**src/rtl/imem_arbiter.sv**
```systemverilog
// -----------------------------------------------------------------------------
// imem_arbiter
//
// Shares one single-port, 32-bit synchronous instruction memory between the
// core fetch port (read-only) and the program-loader/debug port (read/write).
// At most one access is granted per cycle; each granted access gets exactly
// one response strobe in the following cycle.
//
// Optional feature macro: IMEM_ARB_RR_EN
//   defined   : round-robin between fetch and loader on a tie in ARB
//   undefined : fixed priority, fetch wins every tie
//
// Handshake: a request transfers in the cycle where *_req_valid && *_req_ready.
// *_req_ready is combinational from the valids and the arbiter state, never
// both high together. Responses (*_rsp_valid/*_rsp_data) have no backpressure
// and are valid for exactly one cycle, one cycle after the grant.
//
// Ports
//   clk, reset                 clock (rising edge), async active-high reset
//   f_req_valid/f_req_ready    fetch request / grant
//   f_addr                     fetch byte address
//   f_rsp_valid/f_rsp_data     fetch response strobe / instruction word
//   l_req_valid/l_req_ready    loader request / grant
//   l_we, l_lock               loader write enable, burst lock
//   l_addr, l_wdata            loader byte address, write data
//   l_rsp_valid/l_rsp_data     loader response strobe / read data (0 on writes)
//   locked                     arbiter state is LOCKED
//   mem_en, mem_we             array enable, write enable
//   mem_addr, mem_wdata        array word address, write data
//   mem_rdata                  array read data, valid one cycle after mem_en
// -----------------------------------------------------------------------------
module imem_arbiter #(
    parameter int ADDR_W = 10,
    parameter int DATA_W = 32
) (
    input  logic              clk,
    input  logic              reset,

    input  logic              f_req_valid,
    output logic              f_req_ready,
    input  logic [31:0]       f_addr,
    output logic              f_rsp_valid,
    output logic [DATA_W-1:0] f_rsp_data,

    input  logic              l_req_valid,
    output logic              l_req_ready,
    input  logic              l_we,
    input  logic              l_lock,
    input  logic [31:0]       l_addr,
    input  logic [DATA_W-1:0] l_wdata,
    output logic              l_rsp_valid,
    output logic [DATA_W-1:0] l_rsp_data,

    output logic              locked,

    output logic              mem_en,
    output logic              mem_we,
    output logic [ADDR_W-1:0] mem_addr,
    output logic [DATA_W-1:0] mem_wdata,
    input  logic [DATA_W-1:0] mem_rdata
);

    typedef enum logic {
        ST_ARB    = 1'b0,
        ST_LOCKED = 1'b1
    } state_e;

    typedef enum logic [1:0] {
        OWN_NONE   = 2'd0,
        OWN_FETCH  = 2'd1,
        OWN_LOADER = 2'd2
    } owner_e;

    state_e state_q, state_d;
    owner_e owner_q, owner_d;
    // Response data is forced to zero for out-of-range accesses and writes.
    logic   zero_q,  zero_d;

    logic f_gnt, l_gnt;
    logic f_oor, l_oor;

    // Byte-offset bits are intentionally ignored.
    logic unused_addr_bits;
    assign unused_addr_bits = ^{f_addr[1:0], l_addr[1:0]};

    assign f_oor = |f_addr[31:ADDR_W+2];
    assign l_oor = |l_addr[31:ADDR_W+2];

`ifdef IMEM_ARB_RR_EN
    // 1 = loader was the last port granted in ARB; resets to loader so
    // fetch wins the first tie.
    logic last_l_q, last_l_d;
`endif

    // -------------------------------------------------------------------------
    // Arbitration, next state, memory drive
    // -------------------------------------------------------------------------
    always_comb begin
        state_d   = state_q;
        owner_d   = OWN_NONE;
        zero_d    = 1'b0;
        f_gnt     = 1'b0;
        l_gnt     = 1'b0;
        mem_en    = 1'b0;
        mem_we    = 1'b0;
        mem_addr  = '0;
        mem_wdata = '0;
`ifdef IMEM_ARB_RR_EN
        last_l_d  = last_l_q;
`endif

        // Gating on reset keeps every output at zero while reset is held,
        // even if requesters keep their valids up.
        if (!reset) begin
            case (state_q)
                ST_ARB: begin
                    if (f_req_valid && l_req_valid) begin
`ifdef IMEM_ARB_RR_EN
                        if (last_l_q) f_gnt = 1'b1;
                        else          l_gnt = 1'b1;
`else
                        f_gnt = 1'b1;
`endif
                    end else begin
                        f_gnt = f_req_valid;
                        l_gnt = l_req_valid;
                    end
                    // l_lock only matters when the loader actually wins.
                    if (l_gnt && l_lock) state_d = ST_LOCKED;
`ifdef IMEM_ARB_RR_EN
                    if (f_gnt || l_gnt) last_l_d = l_gnt;
`endif
                end
                ST_LOCKED: begin
                    l_gnt = l_req_valid;
                    // Lock release takes effect next cycle; a request in the
                    // releasing cycle is still served here.
                    if (!l_lock) state_d = ST_ARB;
                end
                default: state_d = ST_ARB;
            endcase
        end

        if (f_gnt) begin
            owner_d = OWN_FETCH;
            zero_d  = f_oor;
            if (!f_oor) begin
                mem_en   = 1'b1;
                mem_addr = f_addr[ADDR_W+1:2];
            end
        end else if (l_gnt) begin
            owner_d = OWN_LOADER;
            zero_d  = l_oor || l_we;
            if (!l_oor) begin
                mem_en   = 1'b1;
                mem_we   = l_we;
                mem_addr = l_addr[ADDR_W+1:2];
                if (l_we) mem_wdata = l_wdata;
            end
        end
    end

    assign f_req_ready = f_gnt;
    assign l_req_ready = l_gnt;
    assign locked      = (state_q == ST_LOCKED);

    // -------------------------------------------------------------------------
    // State registers
    // -------------------------------------------------------------------------
    always_ff @(posedge clk or posedge reset) begin
        if (reset) begin
            state_q <= ST_ARB;
            owner_q <= OWN_NONE;
            zero_q  <= 1'b0;
        end else begin
            state_q <= state_d;
            owner_q <= owner_d;
            zero_q  <= zero_d;
        end
    end

`ifdef IMEM_ARB_RR_EN
    always_ff @(posedge clk or posedge reset) begin
        if (reset) last_l_q <= 1'b1;
        else       last_l_q <= last_l_d;
    end
`endif

    // -------------------------------------------------------------------------
    // Response steering: mem_rdata belongs to whoever was granted last cycle.
    // -------------------------------------------------------------------------
    always_comb begin
        f_rsp_valid = (owner_q == OWN_FETCH);
        l_rsp_valid = (owner_q == OWN_LOADER);
        f_rsp_data  = '0;
        l_rsp_data  = '0;
        if (f_rsp_valid && !zero_q) f_rsp_data = mem_rdata;
        if (l_rsp_valid && !zero_q) l_rsp_data = mem_rdata;
    end

endmodule

```
**config.mk**
```make
export PLATFORM = sky130hd
export DESIGN_NAME = imem_arbiter
export DESIGN_NICKNAME = d
export VERILOG_FILES = /design/src/rtl/imem_arbiter.sv
export SDC_FILE = /design/constraint.sdc
export NUM_CORES = 1
export LEC_CHECK = 0
export ABC_AREA = 1
export CAP_MARGIN = 40
export CORE_AREA = 2 2 95 97
export DETAILED_ROUTE_END_ITERATION = 10
export DIE_AREA = 0 0 97 99
export DONT_BUFFER_PORTS = 1
export GPL_ROUTABILITY_DRIVEN = 0
export PLACE_DENSITY = 0.33
export SLEW_MARGIN = 25
export SYNTH_ARGS = -nofsm -noshare
export SYNTH_HDL_FRONTEND = slang
export SYNTH_SLANG_ARGS = --single-unit
```
**constraint.sdc**
```tcl
create_clock -name clk -period 2.6 [get_ports clk]
set_clock_uncertainty 0.2 [all_clocks]
set_input_delay 0.78 -clock clk [delete_from_list [all_inputs] [get_ports clk]]
set_output_delay 0.78 -clock clk [all_outputs]
set_load 0.01 [all_outputs]
```
# After elaboration in Yosys (flattened, before gate mapping)
# Cells that the tools add are included.
# W data, S select, Z words.
# classes
shift	0
addsub	0
eq_ne	2
mul	0
muxes	32
bitwise_logic	1
reduce_logical	8
div_mod_pow	0
n_lt_le_gt_ge	0
# op_table
operator	n
$mux W32	6
$mux W10	4
$reduce_or A20 Y1	2
$mux W1	18
$logic_and A1 B1 Y1	4
$mux W2	2
$pmux W1 S2	2
$eq A2 B1 Y1 const B	1
$eq A2 B2 Y1 const B	1
$logic_not A1 Y1	1
$logic_or A1 B1 Y1	1
$not A1 Y1	1
# totals
register_bits	4
ram_bits	0
mem_bits_ro	0
memories	0
latch_bits	0

# Logic depth before layout (Yosys ltp)
# depth
depth_word	8
depth_mapped	8

# Least setup slack after synthesis
# OpenSTA, ideal clock, no wires.
# synth_timing
path_type	input port to output port
startpoint	input port l_addr[27]
endpoint	output port mem_wdata[0]
arrival_time_ps	1640
required_time_ps	1620
cell_stages	8
slack_ps	-20
path_buffers	1
cell_sequence	nor2_1 nand2_1 nor2_1 nand2_1 nor2_4 nand3_4 buf_6 nor2_2
# synth_between
elab_chain_len	4
# synth_lines
item	line_no	rtl
start: declaration	49	input logic [31:0] l_addr,
$reduce_or A20 Y1	87	assign l_oor = |l_addr[31:ADDR_W+2];
$mux W32	154	if (!l_oor) begin
$mux W32	151	end else if (l_gnt) begin
$mux W32	144	if (f_gnt) begin
end: declaration	59	output logic [DATA_W-1:0] mem_wdata,
# Every way passes these cells.

# Final worst setup path
# layout_timing
startpoint	input port l_addr[21]
endpoint	output port mem_wdata[28]
# Same word-level chain as after synthesis.

==> results_dict.tcl <==
set metrics [dict create \
    yosys.area_share.simple_pct 63.6 \
    synthMuxAreaShare_pct 0 \
    crit_required_ns 1.62 \
    drt_iter0_drc 22 \
    vias 1887 \
    htreeDepth 1 \
    cap_viol_max_count 0 \
    leakage_nw 1.36 \
    synth.top_cell.area_share_pct 27.8 \
    final_cell_area_um2 2460 \
    drc 0 \
    p_per_area_nw_per_um2 161 \
    synth_nets 408 \
    synth_top_family_by_area "simple AND/OR/NAND/NOR gates" \
    fillers 956 \
    finalSetupViolCount 44 \
    routed_wirelength_um 5940 \
    mappedNetlistArea_um2 1280 \
    grt_first_pass_wirelength_um 8410 \
    worstReg2RegStart "locked$_DFFE_PP0N_" \
    critPathLaunchType "primary input" \
    yosys_warnings 0 \
    layout.cells.non_filler 461 \
    final.min_clock_period_ns 2.79 \
    antenna_found_initial 0 \
    rows 34 \
    die_w_um 97 \
    synth-seq-cells 4 \
    ff2ff_setup_slack_ns 1.16 \
    crit_path_end_kind "primary output" \
    cts_tree "built" \
    slew_headroom_pct 78.3 \
    clock_latency_ns 0.22 \
    avgRoutedWirePerCell_um 12.9 \
    status "finished, violations left" \
    final_antenna_net_count 0 \
    timing.final.crit_share_pct 107 \
    report.final.slew_viol_count 0 \
    grt_use_met2_pct 20.8 \
    clockBufferDepth 2 \
    die_h_um 99 \
    synth_ff_type "dfrtp_1" \
    cts_root_buffer "clkbuf_8" \
    vdd_ir_drop_max_uv 72.4 \
    r2r_cells 6 \
    drive_gt1_share_pct 47.3 \
    start_util_pct 15.0 \
    busiest_layer "met2" \
    report.power.total_w 0.000397 \
    gr-usage-met1_pct 12.1 \
    fmax_ghz 0.359 \
    viasPerCell 4.09 \
    placed_area_um2 2010 \
    grt_max_degree 33 \
    num_io_pins 247 \
    path_clk_slew_ns 0.03 \
    dieArea_um2 9600 \
    yosysSeqAreaShare_pct 7.81 \
    synth_edf_count 0 \
    dp.cells 455 \
    netlist_top_cells_area "nor2_1 (28%), inv_1 (21%), nor2_2 (15%)" \
    dp_hpwl_um 4720 \
    ys_top_cells_by_count "nor2_1 (95), inv_1 (73), nor2_2 (31)" \
    synth_fa_ha_area_share_pct 0 \
    setup_ws_ns -0.187 \
    grt_overflow 0 \
    antenna_cells 0 \
    clkSinkCount 4 \
    utilization_pct 28.8 \
    synthArstFlopShare_pct 100 \
    synth.avg_cell_area_um2 4.68 \
    worstHoldPathType "primary input to async pin" \
    core_area_um2 8550 \
    ctsHoldBuffers 0 \
    synth_compound_area_share_pct 0.781 \
    use_met3_pct 1.91 \
    track_usage_pct 10.7 \
    fin_nets 489 \
    synth_xor_area_share_pct 0 \
    syn2layout_area_growth_pct 92.2 \
    cts_inserted_buffers 3 \
    grt_pass1_vias 1709 \
    cp_max_fo 5 \
    port_buffers 0 \
    failed_checks "negative setup slack" \
    yosys.area.top_type "nor2_1" \
    hold_viol 0 \
    synth.distinct_cells 19 \
    worst_slew_pin_slew_ns 0.326 \
    reg2reg_to "zero_q$_DFF_PP0_" \
    worstSetupPathType "primary input to primary output" \
    worstPathArrival_ns 1.81 \
    rsz0062_at_grt "true" \
    syn-instance-count 274 \
    synth.most_common_cell "nor2_1" \
    dr.pass1.iters 4 \
]
## metal layers
| metal | up-vias | part of all wire, % |
|---|---|---|
| met5 | - | 0 |
| met4 | 0 | 0.45 |
| met3 | 2 | 9.3 |
| met2 | 125 | 54 |
| met1 | 835 | 36 |
| li1 | 925 | - |
## power by group
| group | switching [W] | internal (W) | total [W] |
|---|---|---|---|
| Clock | 0.0000329 | 0.0000987 | 0.000132 |
| Combinational | 0.000113 | 0.0000817 | 0.000195 |
| Sequential | 0.00000351 | 0.0000670 | 0.0000705 |
## how the worst max path moves through the flow
stage          cells after the start       endpoint  slack (ns)        from
2_1_floorplan                      8   mem_wdata[0]       -0.02  l_addr[27]
3_3_place_gp                       9  mem_wdata[28]       -0.19  l_addr[27]
3_5_place_dp                       9  mem_wdata[31]       -0.20  l_addr[25]
4_1_cts                            9  mem_wdata[31]       -0.19  l_addr[27]
5_1_grt                            9  mem_wdata[28]       -0.30  l_addr[27]
6_report                           9  mem_wdata[28]       -0.19  l_addr[21]
## placed cells by master (no fill, tap or decap)
cell | netlist | final
a21oi_1 | 1 | 1
and2_0 | 1 | 1
and2_1 | 1 | 1
buf_12 | 0 | 2
buf_16 | 0 | 2
buf_4 | 1 | 78
buf_6 | 3 | 6
clkbuf_16 | 0 | 1
clkbuf_8 | 0 | 3
dfrtp_1 | 4 | 4
inv_1 | 73 | 70
inv_2 | 1 | 4
nand2_1 | 28 | 11
nand2_2 | 0 | 17
nand3_1 | 20 | 16
nand3_2 | 0 | 4
nand3_4 | 1 | 1
nand4_1 | 2 | 2
nor2_1 | 95 | 78
nor2_2 | 31 | 7
nor2_4 | 1 | 42
nor3_1 | 1 | 1
o21ai_0 | 1 | 1
## per-stage QoR
stage,setup TNS (ns),hold WS [ns],setup slack [ns]
finish,-5.05,0.220,-0.187
global route,-9.26,0.227,-0.296
CTS,-5.34,0.217,-0.185
detailed placement,-5.79,0.433,-0.203
global placement,-5.61,0.432,-0.192
floorplan,-0.573,0.338,-0.0204
## worst max-delay path, stage by stage
cell and delay (ns):
nor2_4 0.08, nand2_2 0.07, nor2_4 0.11, nand2_2 0.07
nor2_4 0.13, nand3_4 0.16, buf_12 0.20, nor2_4 0.10
buf_6 0.10
## logic make-up after synthesis
logic type,Yosys count
AND/OR/NAND/NOR,181
AO/OA/AOI/OAI,2
flip-flops,4
buffers and inverters,87
## state kept, by name, summed over array words and instances, names as in the netlist
register	count
locked	1
zero_q	1
owner_q	2
## repair_timing
| action | in CTS | in global routing |
|---|---|---|
| gates resized for setup | 67 | 25 |
| pin swaps | 10 | 9 |
| endpoints found under the setup margin | 44 | 44 |
| cloned | 2 | 1 |
| setup buffers | 1 | 0 |
## cell type report
class / count / area [µm²] / area share, %
clock buffer: 3 / 41.3 / 1.68
tap: 108 / 135 / 5.49
multi-input combinational: 183 / 1130 / 46.1
sequential: 4 / 100 / 4.07
timing repair buffer: 89 / 773 / 31.4
inverter: 74 / 278 / 11.3
Note: power is estimated with default switching activity, not from simulation.
